==> src/rtl/ro_sequencer.sv <==
// -----------------------------------------------------------------------------
// ro_sequencer
//
// Sequences one ring-oscillator (RO) sampling run:
//   1. The selected ROs warm up.
//   2. The ROs run while the 64-bit RO buffer shift register refills.
//   3. The eight buffer bytes are read out over a valid/ready byte stream,
//      most significant byte (out_sel = 7) first.
// In continuous mode, the fill/readout phases repeat until abort.
//
// Ports
//   clk            single clock; all state changes on its rising edge
//   rst_n          asynchronous active-low reset
//   start          requests a run; only looked at while idle
//   abort          returns to idle on the next edge from any state
//   continuous     latched at start; 1 = repeat fill/readout until abort
//   ro_mask[1:0]   latched at start; bit0 -> ro_activate_1, bit1 -> ro_activate_2
//   ro_byte[7:0]   buffer byte selected by out_sel
//   data_ready     consumer accepts data_out
//   ro_activate_1  registered enable for RO 1
//   ro_activate_2  registered enable for RO 2
//   out_sel[2:0]   registered byte select into the RO buffer
//   data_out[7:0]  byte stream data
//   data_valid     byte stream valid
//   busy           high whenever the sequencer is not idle
//   done           one-cycle pulse at the end of a non-continuous run
//   err            one-cycle pulse when start arrives with an empty mask
// -----------------------------------------------------------------------------
module ro_sequencer #(
    parameter int WARMUP_CYCLES = 16,
    parameter int FILL_CYCLES   = 64
) (
    input  logic       clk,
    input  logic       rst_n,
    input  logic       start,
    input  logic       abort,
    input  logic       continuous,
    input  logic [1:0] ro_mask,
    input  logic [7:0] ro_byte,
    input  logic       data_ready,
    output logic       ro_activate_1,
    output logic       ro_activate_2,
    output logic [2:0] out_sel,
    output logic [7:0] data_out,
    output logic       data_valid,
    output logic       busy,
    output logic       done,
    output logic       err
);

    // Terminal counts: the counter runs 0..N-1, so a phase lasts exactly N cycles.
    localparam logic [7:0] WARMUP_LAST = 8'(WARMUP_CYCLES - 1);
    localparam logic [7:0] FILL_LAST   = 8'(FILL_CYCLES - 1);

    typedef enum logic [2:0] {
        ST_IDLE   = 3'd0,
        ST_WARMUP = 3'd1,
        ST_FILL   = 3'd2,
        ST_SEL    = 3'd3,
        ST_SETTLE = 3'd4,
        ST_VALID  = 3'd5,
        ST_DONE   = 3'd6
    } state_t;

    state_t     state_r;
    state_t     state_s;
    logic [7:0] cnt_r;
    logic [7:0] cnt_s;
    logic [2:0] idx_r;
    logic [2:0] idx_s;
    logic       cont_r;
    logic       cont_s;

    logic       ro1_s;
    logic       ro2_s;
    logic [2:0] out_sel_s;
    logic [7:0] data_out_s;
    logic       data_valid_s;
    logic       busy_s;
    logic       done_s;
    logic       err_s;

    // State, counters and every output are registered here from their next values.
    always_ff @(posedge clk or negedge rst_n) begin
        if (!rst_n) begin
            state_r       <= ST_IDLE;
            cnt_r         <= 8'd0;
            idx_r         <= 3'd0;
            cont_r        <= 1'b0;
            ro_activate_1 <= 1'b0;
            ro_activate_2 <= 1'b0;
            out_sel       <= 3'd0;
            data_out      <= 8'h00;
            data_valid    <= 1'b0;
            busy          <= 1'b0;
            done          <= 1'b0;
            err           <= 1'b0;
        end else begin
            state_r       <= state_s;
            cnt_r         <= cnt_s;
            idx_r         <= idx_s;
            cont_r        <= cont_s;
            ro_activate_1 <= ro1_s;
            ro_activate_2 <= ro2_s;
            out_sel       <= out_sel_s;
            data_out      <= data_out_s;
            data_valid    <= data_valid_s;
            busy          <= busy_s;
            done          <= done_s;
            err           <= err_s;
        end
    end

    // Next-state and next-output decode; abort overrides every state.
    always_comb begin
        state_s      = state_r;
        cnt_s        = cnt_r;
        idx_s        = idx_r;
        cont_s       = cont_r;
        ro1_s        = ro_activate_1;
        ro2_s        = ro_activate_2;
        out_sel_s    = out_sel;
        data_out_s   = data_out;
        data_valid_s = data_valid;
        done_s       = 1'b0;
        err_s        = 1'b0;

        if (abort) begin
            // Abort also swallows a coincident start in IDLE, so no err pulse.
            state_s      = ST_IDLE;
            cnt_s        = 8'd0;
            idx_s        = 3'd0;
            ro1_s        = 1'b0;
            ro2_s        = 1'b0;
            out_sel_s    = 3'd0;
            data_valid_s = 1'b0;
        end else begin
            case (state_r)
                ST_IDLE: begin
                    ro1_s        = 1'b0;
                    ro2_s        = 1'b0;
                    data_valid_s = 1'b0;
                    if (start) begin
                        if (ro_mask != 2'b00) begin
                            // The RO enable registers double as the latched mask.
                            state_s = ST_WARMUP;
                            cnt_s   = 8'd0;
                            idx_s   = 3'd0;
                            cont_s  = continuous;
                            ro1_s   = ro_mask[0];
                            ro2_s   = ro_mask[1];
                        end else begin
                            err_s = 1'b1;
                        end
                    end else begin
                        state_s = ST_IDLE;
                    end
                end

                ST_WARMUP: begin
                    if (cnt_r == WARMUP_LAST) begin
                        state_s = ST_FILL;
                        cnt_s   = 8'd0;
                    end else begin
                        cnt_s = cnt_r + 8'd1;
                    end
                end

                ST_FILL: begin
                    if (cnt_r == FILL_LAST) begin
                        // Readout always starts at the top byte of the buffer.
                        state_s   = ST_SEL;
                        cnt_s     = 8'd0;
                        idx_s     = 3'd7;
                        out_sel_s = 3'd7;
                    end else begin
                        cnt_s = cnt_r + 8'd1;
                    end
                end

                ST_SEL: begin
                    state_s = ST_SETTLE;
                end

                ST_SETTLE: begin
                    // The buffer output has had two cycles to follow out_sel.
                    state_s      = ST_VALID;
                    data_out_s   = ro_byte;
                    data_valid_s = 1'b1;
                end

                ST_VALID: begin
                    if (data_ready) begin
                        data_valid_s = 1'b0;
                        if (idx_r != 3'd0) begin
                            state_s   = ST_SEL;
                            idx_s     = idx_r - 3'd1;
                            out_sel_s = idx_r - 3'd1;
                        end else if (cont_r) begin
                            // ROs stay enabled while the buffer refills.
                            state_s = ST_FILL;
                            cnt_s   = 8'd0;
                        end else begin
                            state_s = ST_DONE;
                            done_s  = 1'b1;
                            ro1_s   = 1'b0;
                            ro2_s   = 1'b0;
                        end
                    end else begin
                        state_s = ST_VALID;
                    end
                end

                ST_DONE: begin
                    state_s = ST_IDLE;
                    ro1_s   = 1'b0;
                    ro2_s   = 1'b0;
                end

                default: begin
                    state_s      = ST_IDLE;
                    cnt_s        = 8'd0;
                    idx_s        = 3'd0;
                    ro1_s        = 1'b0;
                    ro2_s        = 1'b0;
                    out_sel_s    = 3'd0;
                    data_valid_s = 1'b0;
                end
            endcase
        end

        busy_s = (state_s != ST_IDLE);
    end

endmodule

==> config.mk <==
export PLATFORM = sky130hd
export DESIGN_NAME = ro_sequencer
export DESIGN_NICKNAME = d
export VERILOG_FILES = /design/src/rtl/ro_sequencer.sv
export SDC_FILE = /design/constraint.sdc
export NUM_CORES = 1
export LEC_CHECK = 0
export ABC_AREA = 1
export CAP_MARGIN = 30
export CORE_AREA = 2 2 65 67
export DETAILED_ROUTE_END_ITERATION = 12
export DIE_AREA = 0 0 67 69
export GPL_TIMING_DRIVEN = 0
export PLACE_DENSITY = 0.74
export SYNTH_ARGS = -nofsm -noshare
export SYNTH_HDL_FRONTEND = slang
export SYNTH_SLANG_ARGS = --single-unit
export TNS_END_PERCENT = 20
==> constraint.sdc <==
create_clock -name clk -period 4.5 [get_ports clk]
set_clock_uncertainty 0.05 [all_clocks]
set_input_delay 0.45 -clock clk [delete_from_list [all_inputs] [get_ports clk]]
set_output_delay 0.45 -clock clk [all_outputs]
set_load 0.03 [all_outputs]
==> results.md <==
Placement:
- The number of input and output port buffers inserted is 31.
- The wire-length estimate of the detail-placed layout is between 3000 and 4000 um.
- The routability congestion estimate is 0.8579.

CTS:
- The number of buffers between clock root and the deepest sink is 2.
- The later pin in the worst-skew pair is clocked with a latency of 280 ps.
- The H-tree level count is 2.
- The number of buffers added for setup after CTS is 0.
- The CTS buffer count is 5.
- After clock tree synthesis, the clock-pin slew on the worst setup and hold paths is 60 ps.
- TritonCTS built the clock tree.
- The root buffer cell is clkbuf_8.
- The number of gates resized after CTS was 0.
- CTS saw 32 sinks.
- The cts-stage hold buffer count is 0.

GRT:
- For met2 alone, demand over resource in global routing was 0.3113.
- The number of global-route vias before repair is 1606.
- The number of antenna violations at the first check in global routing is 0.
- For met1 alone, demand over resource in global routing was 0.2764.
- The first-pass GRT wire length is just over 7000 um.
- The routing layer with the top usage in global route is met2.
- The pin count of the biggest net entering global routing is 33.
- In the global route stage, overall resource usage came out at 0.2026.
- The aggregate global routing overflow is 0.
- For met3 alone, demand over resource in global routing was 0.05383.

Synthesis:
- Each instance of the synthesized netlist takes up on average roughly 7.5 um^2.
- Counting instances in the post-synthesis netlist gives the leading cell types as nand2_1, dfrtp_1, nand3_1, inv_1, nor2_1.
- In this run, synthesis produced a sequential element count of 32.
- Among all cell types in the netlist, the one instantiated most often is nand2_1.
- The number of distinct library cell variants in the gate-level netlist after synthesis is 24.
- Of the synthesized area, sequential elements account for 0.4267.
- Synthesis produced a netlist with a net count of between 200 and 300.
- The count of mapped cells out of synthesis is 250.
- Summed over all instances, the cell type with the most area after synthesis is dfrtp_1.
- The most common flop cell mapped by yosys is dfrtp_1.
- The share of synthesized registers carrying an async set or reset is 1.000.
- The share of synthesized area in the top cell type comes to 0.4267.
- The post-synthesis instance area is between 0.0015 and 0.002 mm^2.
- Yosys attributes the largest share of cell area to dfrtp_1, nand2_1, nand3_1.
- The number of synthesized flops with an enable pin is 0.
- The number of warnings issued by yosys is 0.

Setup path:
- The required time of the worst setup path is roughly 4000 ps.
- The type of the setup path with the least slack is flip-flop to output pin.
- The data arrival time at the worst-slack endpoint is ~1300 ps.
- The number of buffers and inverters on the critical path is 1.
- The family with the most delay on the worst path is buffers and inverters.
- Along the worst path, the maximum fanout reaches 1.
- The delay contributed by the slowest stage of the critical path is between 600 and 700 ps.
- Among all stages on the critical path, the largest delay is contributed by clkdlybuf4s50_1.
- The kind of launch point of the worst setup path is a flip-flop.
- Walking the worst path, the cells encountered are clkdlybuf4s50_1.
- STA classifies the critical path endpoint as an output pin.

Die:
- The die outline height is 69 um.
- The initial core utilization is 0.4795.
- The count of pins on the block boundary is 33.
- The cell row count is 23.
- Measured along the x axis, the die boundary spans 67 um.
- The floorplan step defined a die boundary enclosing 0.004623 mm^2.
- The area of the core is 0.003914 mm^2.

Finish:
- The layout has 402 filler cells.
- The final net count is 308.
- The multi-input combinational cells in the finished layout cover a total of 954.7 um^2.
- The ratio of cells with drive above 1 in the final layout is 0.1488.
- 0 antenna diodes ended up in the layout.
- Registers take 800.8 um^2.
- The area growth from synthesis to final layout is 25.33%.

STA:
- In the finished design, the share of the clock period the worst path needs comes to 0.4053.
- The number of setup violations in the final report is 0.
- Measured against its own limit, the worst slew margin works out to 0.5367.
- For the pin with the worst max-slew slack, the measured transition is 695.0 ps.
- For this run, the top clock speed supported by timing is 548.3 MHz.
- The final critical-path required period is 1824 ps.
- For the final routed database, the setup TNS stands at 0 ps.
- The final max-slew violation count is 0.
- Setup repair after global routing left no endpoint under its margin.
- The final-report hold violation count is 0.

Power:
- The share of total power dissipated in combinational logic is 0.131.
- IR analysis of the VDD net gives a maximum drop of roughly 170 uV.
- Of the total power, the share spent switching nets is 0.2471.
- Power spread over the standard cell area amounts to 280.4 mW/mm^2.
- The cell internal power dissipation is 0.4966 mW.
- Of the total power, registers draw 0.461.
- The power dissipated by switching net loads is 0.1630 mW.
- The static leakage is between 1 and 1.5 nW.
- The proportion of power drawn by the clock network is 0.408.
- The sum of internal, switching and leakage power is between 0.6 and 0.7 mW.

Routing:
- For this run, the detailed router's first-pass iteration total came to 4.
- After detailed routing, the average wire length per cell comes to 12.18 um.
- After detailed routing, the number of vias per cell comes to 5.050.
- The total vias in the final route is between 1500 and 2000.
- The remaining number of nets flagged by the antenna check after routing is 0.
- The final routed wirelength across all metal layers is around 4100 um.
- The detailed router finished its first iteration with 132 violations.
- In the routed design, unresolved DRC markers number 0.

Status:
- The run finished with clean final reports.

Job:
- The number of maximum-capacitance violations is 0.

Min path:
- The path category of the worst min-delay check is input pin to asynchronous set/reset pin.
[logic make-up after synthesis]
logic type      after synthesis  share of synthesized area
compound gates               21                    0.05733
xor+xnor                      1                   0.004668
fa+ha+maj                     4                    0.02667
buf+inv                      31                    0.06467
flops                        32                     0.4267
mux                           8                    0.04800
simple gates                153                     0.3720
[state kept, by name, summed over array words and instances (netlist names)]
signal         flops
cont_r             1
state_r            3
data_valid         1
cnt_r              8
done               1
data_out           8
err                1
idx_r              3
ro_activate_2      1
busy               1
ro_activate_1      1
out_sel            3
[per-stage QoR]
stage | utilization | hold slack [ps] | worst slack, ps | area (um^2) | std cells
after floorplan | - | 104.4 | 3009 | 1877 | 250
after global placement | 0.5748 | 410.6 | 2270 | 2250 | 331
after detailed placement | 0.5735 | 414.4 | 2698 | 2245 | 331
after CTS | 0.6010 | 200.7 | 2663 | 2352 | 339
after global routing | 0.6010 | 235.4 | 2630 | 2352 | 339
final | 0.6010 | 159.3 | 2676 | 2352 | 339
[routing by layer]
metal,wire [um],vias to the layer above
met4,74,0
met2,2019,48
li1,-,874
met5,0,-
met1,1814,783
met3,221,7
[path summary, 6_finish.rpt]
path                       depth (start not counted)          start            end  slack [ps]
setup / recovery                                   1            err            err        2680
max in group asynchronous                          1          rst_n       cnt_r[7]        3790
min in group clk                                   2          abort     state_r[1]         410
hold reg to reg                                    2  ro_activate_1  ro_activate_1         420
hold / removal                                     1          rst_n       cnt_r[6]         160
setup reg to reg                                   9       idx_r[0]           busy        2870
[cell usage in the layout (no fill, tap or decap), drive strengths merged]
cell / n
inv: 29
buf: 3
clkdlybuf4s50: 30
nand3b: 1
nor3: 1
xor2: 1
mux2: 8
nand3: 27
o211ai: 1
clkbuf: 6
o21ai: 17
clkinv: 1
nand2: 94
ha: 4
a21oi: 3
bufinv: 1
nor4: 1
or2: 1
nand4: 4
dfrtp: 32
nor2: 24
[power groups by stage]
stage               Combinational (mW)  Sequential, mW  Clock (mW)
floorplan                       0.0334           0.322           0
global placement                0.0873           0.309           0
detailed placement              0.0876           0.309           0
CTS                             0.0880           0.304       0.276
global route                    0.0958           0.305       0.293
finish                          0.0866           0.304       0.269
[layout make-up]
class	count	area share
multi-input cells	187	0.4059
flip-flops and latches	32	0.3404
repair buffers	31	0.1298
inverters	29	0.04734
clock buffers	6	0.03085
well taps	50	0.02660
clock inverters	2	0.01489
plain buffers	2	0.004255
(Power assumes the default switching activity.)
